**src/rtl/watch_uart_reporter.sv**
```systemverilog
// Watch event reporter: turns button presses and time reports into ASCII
// frames and feeds them one byte at a time to a uart_tx byte interface.
module watch_uart_reporter #(
    parameter bit SEND_CRLF = 1'b1,
    parameter int BYTE_GAP  = 0
) (
    input  logic       clk,
    input  logic       rst,
    input  logic       sel,
    input  logic [3:0] i_btn_pulse,
    input  logic       i_report,
    input  logic [4:0] i_hour,
    input  logic [5:0] i_min,
    input  logic [5:0] i_sec,
    input  logic       i_tx_done,
    output logic       o_tx_start,
    output logic [7:0] o_tx_data,
    output logic       o_busy
);

    typedef enum logic [2:0] {
        IDLE,
        LOAD,
        SEND,
        WAIT,
        GAP,
        DONE
    } state_t;

    localparam logic [3:0] ECHO_LAST = SEND_CRLF ? 4'd2 : 4'd0;
    localparam logic [3:0] REP_LAST  = SEND_CRLF ? 4'd9 : 4'd7;
    localparam logic [7:0] GAP_END   = 8'(BYTE_GAP - 1);

    state_t     state;
    state_t     state_nx;
    logic [7:0] frame [10];
    logic [3:0] idx;
    logic [3:0] idx_nx;
    logic [3:0] last;
    logic [3:0] last_nx;
    logic [7:0] gap_cnt;
    logic [7:0] gap_cnt_nx;
    logic       pending;
    logic       pending_nx;
    logic       load_echo;
    logic       load_rep;
    logic [7:0] letter;

    function automatic logic [7:0] tens(input logic [5:0] v);
        logic [5:0] q;
        q = v / 6'd10;
        return 8'h30 + {2'b00, q};
    endfunction

    function automatic logic [7:0] ones(input logic [5:0] v);
        logic [5:0] r;
        r = v % 6'd10;
        return 8'h30 + {2'b00, r};
    endfunction

    // Several buttons in one cycle: only the highest-priority letter is sent.
    always_comb begin
        letter = 8'h00;
        if (i_btn_pulse[3])
            letter = 8'h55;
        else if (i_btn_pulse[2])
            letter = 8'h44;
        else if (i_btn_pulse[1])
            letter = 8'h4C;
        else if (i_btn_pulse[0])
            letter = 8'h52;
    end

    always_comb begin
        state_nx   = state;
        idx_nx     = idx;
        last_nx    = last;
        gap_cnt_nx = gap_cnt;
        pending_nx = pending;
        load_echo  = 1'b0;
        load_rep   = 1'b0;

        if (state != IDLE && sel && i_report)
            pending_nx = 1'b1;

        unique case (state)
            IDLE: begin
                if (sel && |i_btn_pulse) begin
                    load_echo = 1'b1;
                    if (i_report)
                        pending_nx = 1'b1;
                end else if (pending || (sel && i_report)) begin
                    load_rep   = 1'b1;
                    pending_nx = 1'b0;
                end
            end
            LOAD: state_nx = SEND;
            SEND: state_nx = WAIT;
            WAIT: begin
                if (i_tx_done) begin
                    if (idx == last) begin
                        state_nx = DONE;
                    end else begin
                        idx_nx     = idx + 4'd1;
                        gap_cnt_nx = 8'd0;
                        state_nx   = (BYTE_GAP == 0) ? SEND : GAP;
                    end
                end
            end
            GAP: begin
                if (gap_cnt == GAP_END)
                    state_nx = SEND;
                else
                    gap_cnt_nx = gap_cnt + 8'd1;
            end
            DONE: begin
                // A queued report restarts with a fresh time snapshot.
                if (pending) begin
                    load_rep   = 1'b1;
                    pending_nx = sel && i_report;
                end else begin
                    state_nx = IDLE;
                end
            end
            default: state_nx = IDLE;
        endcase

        if (load_echo || load_rep) begin
            state_nx = LOAD;
            idx_nx   = 4'd0;
            last_nx  = load_echo ? ECHO_LAST : REP_LAST;
        end
    end

    always_ff @(posedge clk) begin
        if (rst) begin
            state   <= IDLE;
            idx     <= 4'd0;
            last    <= 4'd0;
            gap_cnt <= 8'd0;
            pending <= 1'b0;
        end else begin
            state   <= state_nx;
            idx     <= idx_nx;
            last    <= last_nx;
            gap_cnt <= gap_cnt_nx;
            pending <= pending_nx;
        end
    end

    always_ff @(posedge clk) begin
        if (rst) begin
            for (int i = 0; i < 10; i++)
                frame[i] <= 8'h00;
        end else if (load_echo) begin
            frame[0] <= letter;
            frame[1] <= 8'h0D;
            frame[2] <= 8'h0A;
        end else if (load_rep) begin
            frame[0] <= tens({1'b0, i_hour});
            frame[1] <= ones({1'b0, i_hour});
            frame[2] <= 8'h3A;
            frame[3] <= tens(i_min);
            frame[4] <= ones(i_min);
            frame[5] <= 8'h3A;
            frame[6] <= tens(i_sec);
            frame[7] <= ones(i_sec);
            frame[8] <= 8'h0D;
            frame[9] <= 8'h0A;
        end
    end

    assign o_tx_start = (state == SEND);
    assign o_tx_data  = frame[idx];
    assign o_busy     = (state != IDLE) || pending;

endmodule
```
**config.mk**
```make
export PLATFORM = sky130hd
export DESIGN_NAME = watch_uart_reporter
export DESIGN_NICKNAME = d
export VERILOG_FILES = /design/src/rtl/watch_uart_reporter.sv
export SDC_FILE = /design/constraint.sdc
export NUM_CORES = 1
export LEC_CHECK = 0
export BUFFER_PORTS_ARGS = -buffer_cell sky130_fd_sc_hd__buf_2
export CAP_MARGIN = 25
export CORE_UTILIZATION = 55
export CTS_CLUSTER_DIAMETER = 200
export DETAILED_ROUTE_END_ITERATION = 8
export PLACE_DENSITY = 0.76
export SLEW_MARGIN = 20
export SYNTH_ARGS = -nofsm -noshare
export SYNTH_HDL_FRONTEND = slang
export SYNTH_SLANG_ARGS = --single-unit
```
**constraint.sdc**
```tcl
create_clock -name clk -period 2.5 [get_ports clk]
set_input_delay 0.125 -clock clk [delete_from_list [all_inputs] [get_ports clk]]
set_output_delay 0.125 -clock clk [all_outputs]
set_load 0.05 [all_outputs]
```
* After elaboration in Yosys (flattened, before gate mapping)
Memory sizes are Yosys's and may differ from the RTL's. A register that Yosys moved wholly into a read port is not among the register bits.
Index checks and enable logic that the tools add are counted.
** Cells by class
- Magnitude comparators :: 0
- Bitwise operators :: 15
- Multipliers :: 0
- Mux-type cells :: 51
- Equality and inequality tests :: 16
- Div/mod/pow operators :: 6
- Reduce and logical (&&, ||, !) cells :: 16
- Shift operators :: 0
- Add/sub/neg operators :: 8
** Operators with widths (number)
- 7-bit 2-to-1 mux :: 17
- 6-bit by 6-bit adder with 7-bit output (first input constant) :: 6
- 8-bit 2-to-1 mux :: 3
- 1-bit 2-to-1 mux :: 20
- 3-bit case mux with 6 select lines :: 1
- 8-bit case mux with 2 select lines :: 1
- 1-bit bitwise OR :: 13
- 6-bit by 4-bit divider with 6-bit output (second input constant) :: 2
- 6-bit by 4-bit modulo with 6-bit output (second input constant) :: 2
- 3-bit 2-to-1 mux :: 4
- 4-bit 2-to-1 mux :: 3
- 2-bit inequality test (second input constant) :: 6
- 4-bit AND reduction :: 3
- 3-bit inequality test (second input constant) :: 3
- 8-bit by 1-bit adder with 8-bit output (second input constant) :: 1
- 8-bit == test (second input constant) :: 1
- 5-bit by 4-bit divider with 6-bit output (second input constant) :: 1
- 3-bit by 2-bit == test with 1-bit output (second input constant) :: 2
- 3-bit == test (second input constant) :: 2
- 5-bit by 4-bit modulo with 6-bit output (second input constant) :: 1
- 4-bit by 1-bit adder with 4-bit output (second input constant) :: 1
- 4-bit == test :: 1
- 1-bit logical AND :: 4
- 1-bit case mux with 2 select lines :: 2
- 9 further kinds :: 12
** Word-level totals
- Logic and storage cells :: 119
- Register bits after elaboration :: 20
- Bits in latches :: 0
- Bits of input ports :: 26
- Output and inout bits :: 10
- Memory bits (read-only) :: 0
- Memory bits (writable) :: 70
- Memories kept :: 1
** Memory list
- frame :: depth 10, width 7, rd ports 1, clocked after Yosys merged registers in 1, write ports 10, RTL line 36 : logic [7:0] frame [10];

* Logic depth before layout (Yosys ltp)
- Depth after elaboration :: 10
- Mapped depth :: 9
- Gate-level depth less buffers :: 9

* Worst setup path after synthesis
Ideal clock, no wire load.
- Kind :: flip-flop to output port
- From :: register with a tool-made name
- To :: output port o_tx_data[0]
- Setup slack :: 0.229 ns
- Required time :: 2.375 ns
- Cell stages (with the launch flop) :: 7
- Path buffers :: 2
- Data arrival time :: 2.146 ns
- Path through :: dfxtp_1 -> buf_2 -> and2_1 -> clkbuf_1 -> o2bb2ai_1 -> o21ai_0 -> o21ai_0
** RTL lines
- end, declared :: RTL line 17 : output logic [7:0] o_tx_data,

==> impl_summary.log <==
INFO  metric run_status = finished, final reports clean
INFO  metric syn_avg_cell_area = 9.274 µm²
INFO  metric route.antenna.remaining_nets = 0
INFO  metric fin_crit_sh = between 90% and 100%
INFO  metric number_of_instances_in_the_synthesized_netlist = 388
INFO  metric seq_area_frac_synth = 44.23%
INFO  metric grt_max_degree = 25
INFO  metric top_level_ports = 36
INFO  metric drt_pass1_iterations = 5
INFO  metric utilization = roughly 63%
INFO  metric maxClockFrequency = 435.1 MHz
INFO  metric detail_route.wl_per_cell = about 14 µm
INFO  metric netlist_top_cells_area = sky130_fd_sc_hd__edfxtp_1 31%, sky130_fd_sc_hd__dfxtp_1 13%, sky130_fd_sc_hd__nor2_1 4.6%
INFO  metric post-route-drc-count = 0
INFO  metric share_of_post_route_cells_with_drive_strength_above_1 = 18.48%
INFO  metric setup-tns-final = 0 ps
INFO  metric ir_worst_vdd = 353.8 µV
INFO  metric rsz_0062_raised_after_global_routing = no
INFO  metric cts_sinks = 61
INFO  metric antennaDiodeCount = 0
INFO  metric cts_buffers = 9
INFO  metric hold_viol_final = 0
INFO  metric drt_iter0_drc = 202
INFO  metric cap_viol_max_count = 0
INFO  metric synth_top_cell_area_share = a little under a third
INFO  metric timing.max_slew.rel_slack = between 60% and 70%
INFO  metric finalMaxSlewViolations = 0
INFO  metric startpoint_type = flip-flop
INFO  metric core = approximately 6300 µm²
INFO  metric detailedPlacementHpwl = 5.223 mm
INFO  metric synth_top_area_cell = sky130_fd_sc_hd__edfxtp_1
INFO  metric grt_util_all_layers = 22.08%
INFO  metric start_util = 56.67%
INFO  metric cts_tree = yes
INFO  metric layout.cells.most_common = sky130_fd_sc_hd__nor2_1
INFO  metric via_per_inst = 5.808
INFO  metric ys_async_sr_fraction = 0%
INFO  metric dieWidth = 82.89 µm
INFO  metric timing.clock.skew = 14.67 ps
INFO  metric worst_ep_arrival_time = 2170 ps
INFO  metric num-fill-cells = 520
INFO  metric yosysUniqueCellTypes = between 60 and 70
INFO  metric gp_congestion = 0.7968
INFO  metric h-tree-depth = 3
INFO  metric post-cts-setup-buffers = 0
INFO  metric setup_violations = 0
INFO  metric critical_path_required = 2380 ps
INFO  metric power.density_cell_area = 638.1 nW/µm²
INFO  metric rows = 29
INFO  metric warning_count_from_the_yosys_run = 0
INFO  metric clock_tree.buffer_depth = 2
INFO  metric synth_ff_type = sky130_fd_sc_hd__edfxtp_1
INFO  metric setup.worst_path.end_class = output pin
INFO  metric ff_latch_count_synth = 61
INFO  metric cts_resized = 0
INFO  metric grt_pass1_vias = 2664
INFO  metric grt_overflow = 0
INFO  metric transition_at_the_pin_with_the_smallest_max_transition_slack = 578.4 ps
INFO  metric detailroute.via_count = around 2.9k
INFO  metric min_path_type = input port to flip-flop
INFO  metric placement.io_buffers = 34
INFO  metric clockRootBuffer = sky130_fd_sc_hd__clkbuf_8
INFO  metric die-area = 6870 µm²
INFO  metric worst-path-max-fanout = 17
INFO  metric die_h = 82.89 µm
INFO  metric path_clk_slew = approximately 70 ps
INFO  metric critPathKind = flip-flop to output pin
INFO  metric fin_nets = 451
INFO  metric grt_antenna_before_repair = 0
INFO  metric cts_hold_repair.buffers = 0
INFO  metric stdcell_area = 3975 µm²
INFO  metric syn_area = 3598 µm²
INFO  metric synth_edf_count = 37
INFO  metric finalWorstPathRequiredPeriod = between 2000 and 2500 ps
INFO  metric totalWireLength = 7.164 mm
INFO  metric clock_insertion_delay_worst_skew = roughly 340 ps
INFO  metric wire_length_of_the_first_global_routing_pass = 12.19 mm
INFO  metric final_cell_mix = 44 x sky130_fd_sc_hd__nor2_1, 37 x sky130_fd_sc_hd__edfxtp_1, 34 x sky130_fd_sc_hd__buf_2
INFO  metric detailed_place.area = approximately 3800 µm²
INFO  metric power.leakage = 1.533 nW
INFO  metric syn_to_final_growth = 10.47%
==> state kept, by name (all words and copies together), names as in the netlist, named ones only <==
name / cells
pending: 1
state: 3
last: 2
frame: 39
idx: 4
gap_cnt: 8
==> critical path, stage by stage, from the launching register on <==
cell and delay (ps):
sky130_fd_sc_hd__dfxtp_1 440, sky130_fd_sc_hd__buf_4 290, sky130_fd_sc_hd__mux2_2 370, sky130_fd_sc_hd__a22oi_1 170, sky130_fd_sc_hd__nand2_1 90, sky130_fd_sc_hd__o21ai_0 140, sky130_fd_sc_hd__o21ai_0 100, sky130_fd_sc_hd__buf_2 220
==> worst paths after layout <==
path	from	slack (ps)	cells past startpoint	end
worst max-delay path	flip-flop	200	7	o_tx_data[2]
worst min-delay path	rst	70	2	state[0]$_SDFFE_PP0P_
worst max register to register	state[0]$_SDFFE_PP0P_	470	6	frame[4][4]$_SDFFCE_PN0P_
worst min register to register	gap_cnt[1]$_SDFFE_PP0P_	490	2	gap_cnt[1]$_SDFFE_PP0P_
==> synthesized netlist by cell type, drive strengths merged (3+ instances only) <==
cell	count
nor2	51
edfxtp	37
a21oi	29
o21ai	27
nand2	25
dfxtp	24
inv	14
clkbuf	13
nor3	12
nand3	11
nor2b	11
buf	10
mux2i	9
ha	8
a211oi	7
nand2b	7
xnor2	7
or3	6
xor2	6
a21o	5
and2	5
nand3b	5
o211ai	5
o21a	5
a221oi	4
a22oi	4
a31oi	4
mux2	3
nand4	3
nor3b	3
or2	3
==> kinds of logic after synthesis <==
| family | count (synthesis) | synth area share [%] |
|---|---|---|
| flops | 61 | 44.23 |
| simple gates | 148 | 21.11 |
| mux | 14 | 4.694 |
| compound gates | 105 | 19.33 |
| xor+xnor | 13 | 3.164 |
| fa+ha+maj | 8 | 2.782 |
| buf+inv | 37 | 4.485 |
| other cells | 2 | 0.2087 |
==> through the flow <==
stage               total power (W)  cells  setup slack [ps]  hold WS (ps)
CTS                        0.002548    499             192.6         53.70
global route               0.002656    499             79.60         83.20
finish                     0.002536    499             201.9         70.23
detailed placement         0.001768    483             245.6         427.0
floorplan                  0.001634    391             228.9         312.1
global placement           0.001754    483             313.9         415.0
==> power by group <==
group | switching, W | internal [W]
combinational | 0.000341 | 0.000181
clock | 0.000371 | 0.000416
sequential | 0.0000483 | 0.00118
==> routing by layer <==
layer | part of all wire [%] | up-vias | GRT usage, %
met5 | 0 | - | 0
met2 | 47 | 68 | 34.35
li1 | - | 1464 | -
met1 | 48 | 1354 | 30.38
met4 | 1.7 | 0 | 10.34
met3 | 3.6 | 12 | 3.380
==> cell type report <==
cell class                      count  area, µm²  share of cell area, %
Clock buffer                       12      156.4                  3.935
Clock inverter                      4      21.27                 0.5351
Inverter                           14      52.55                  1.322
Multi-Input combinational cell    293       1857                  46.71
Sequential cell                    61       1592                  40.04
Tap cell                           77      96.34                  2.424
Timing Repair Buffer               38      200.2                  5.036
No activity file was read; power rests on OpenSTA's default activity.
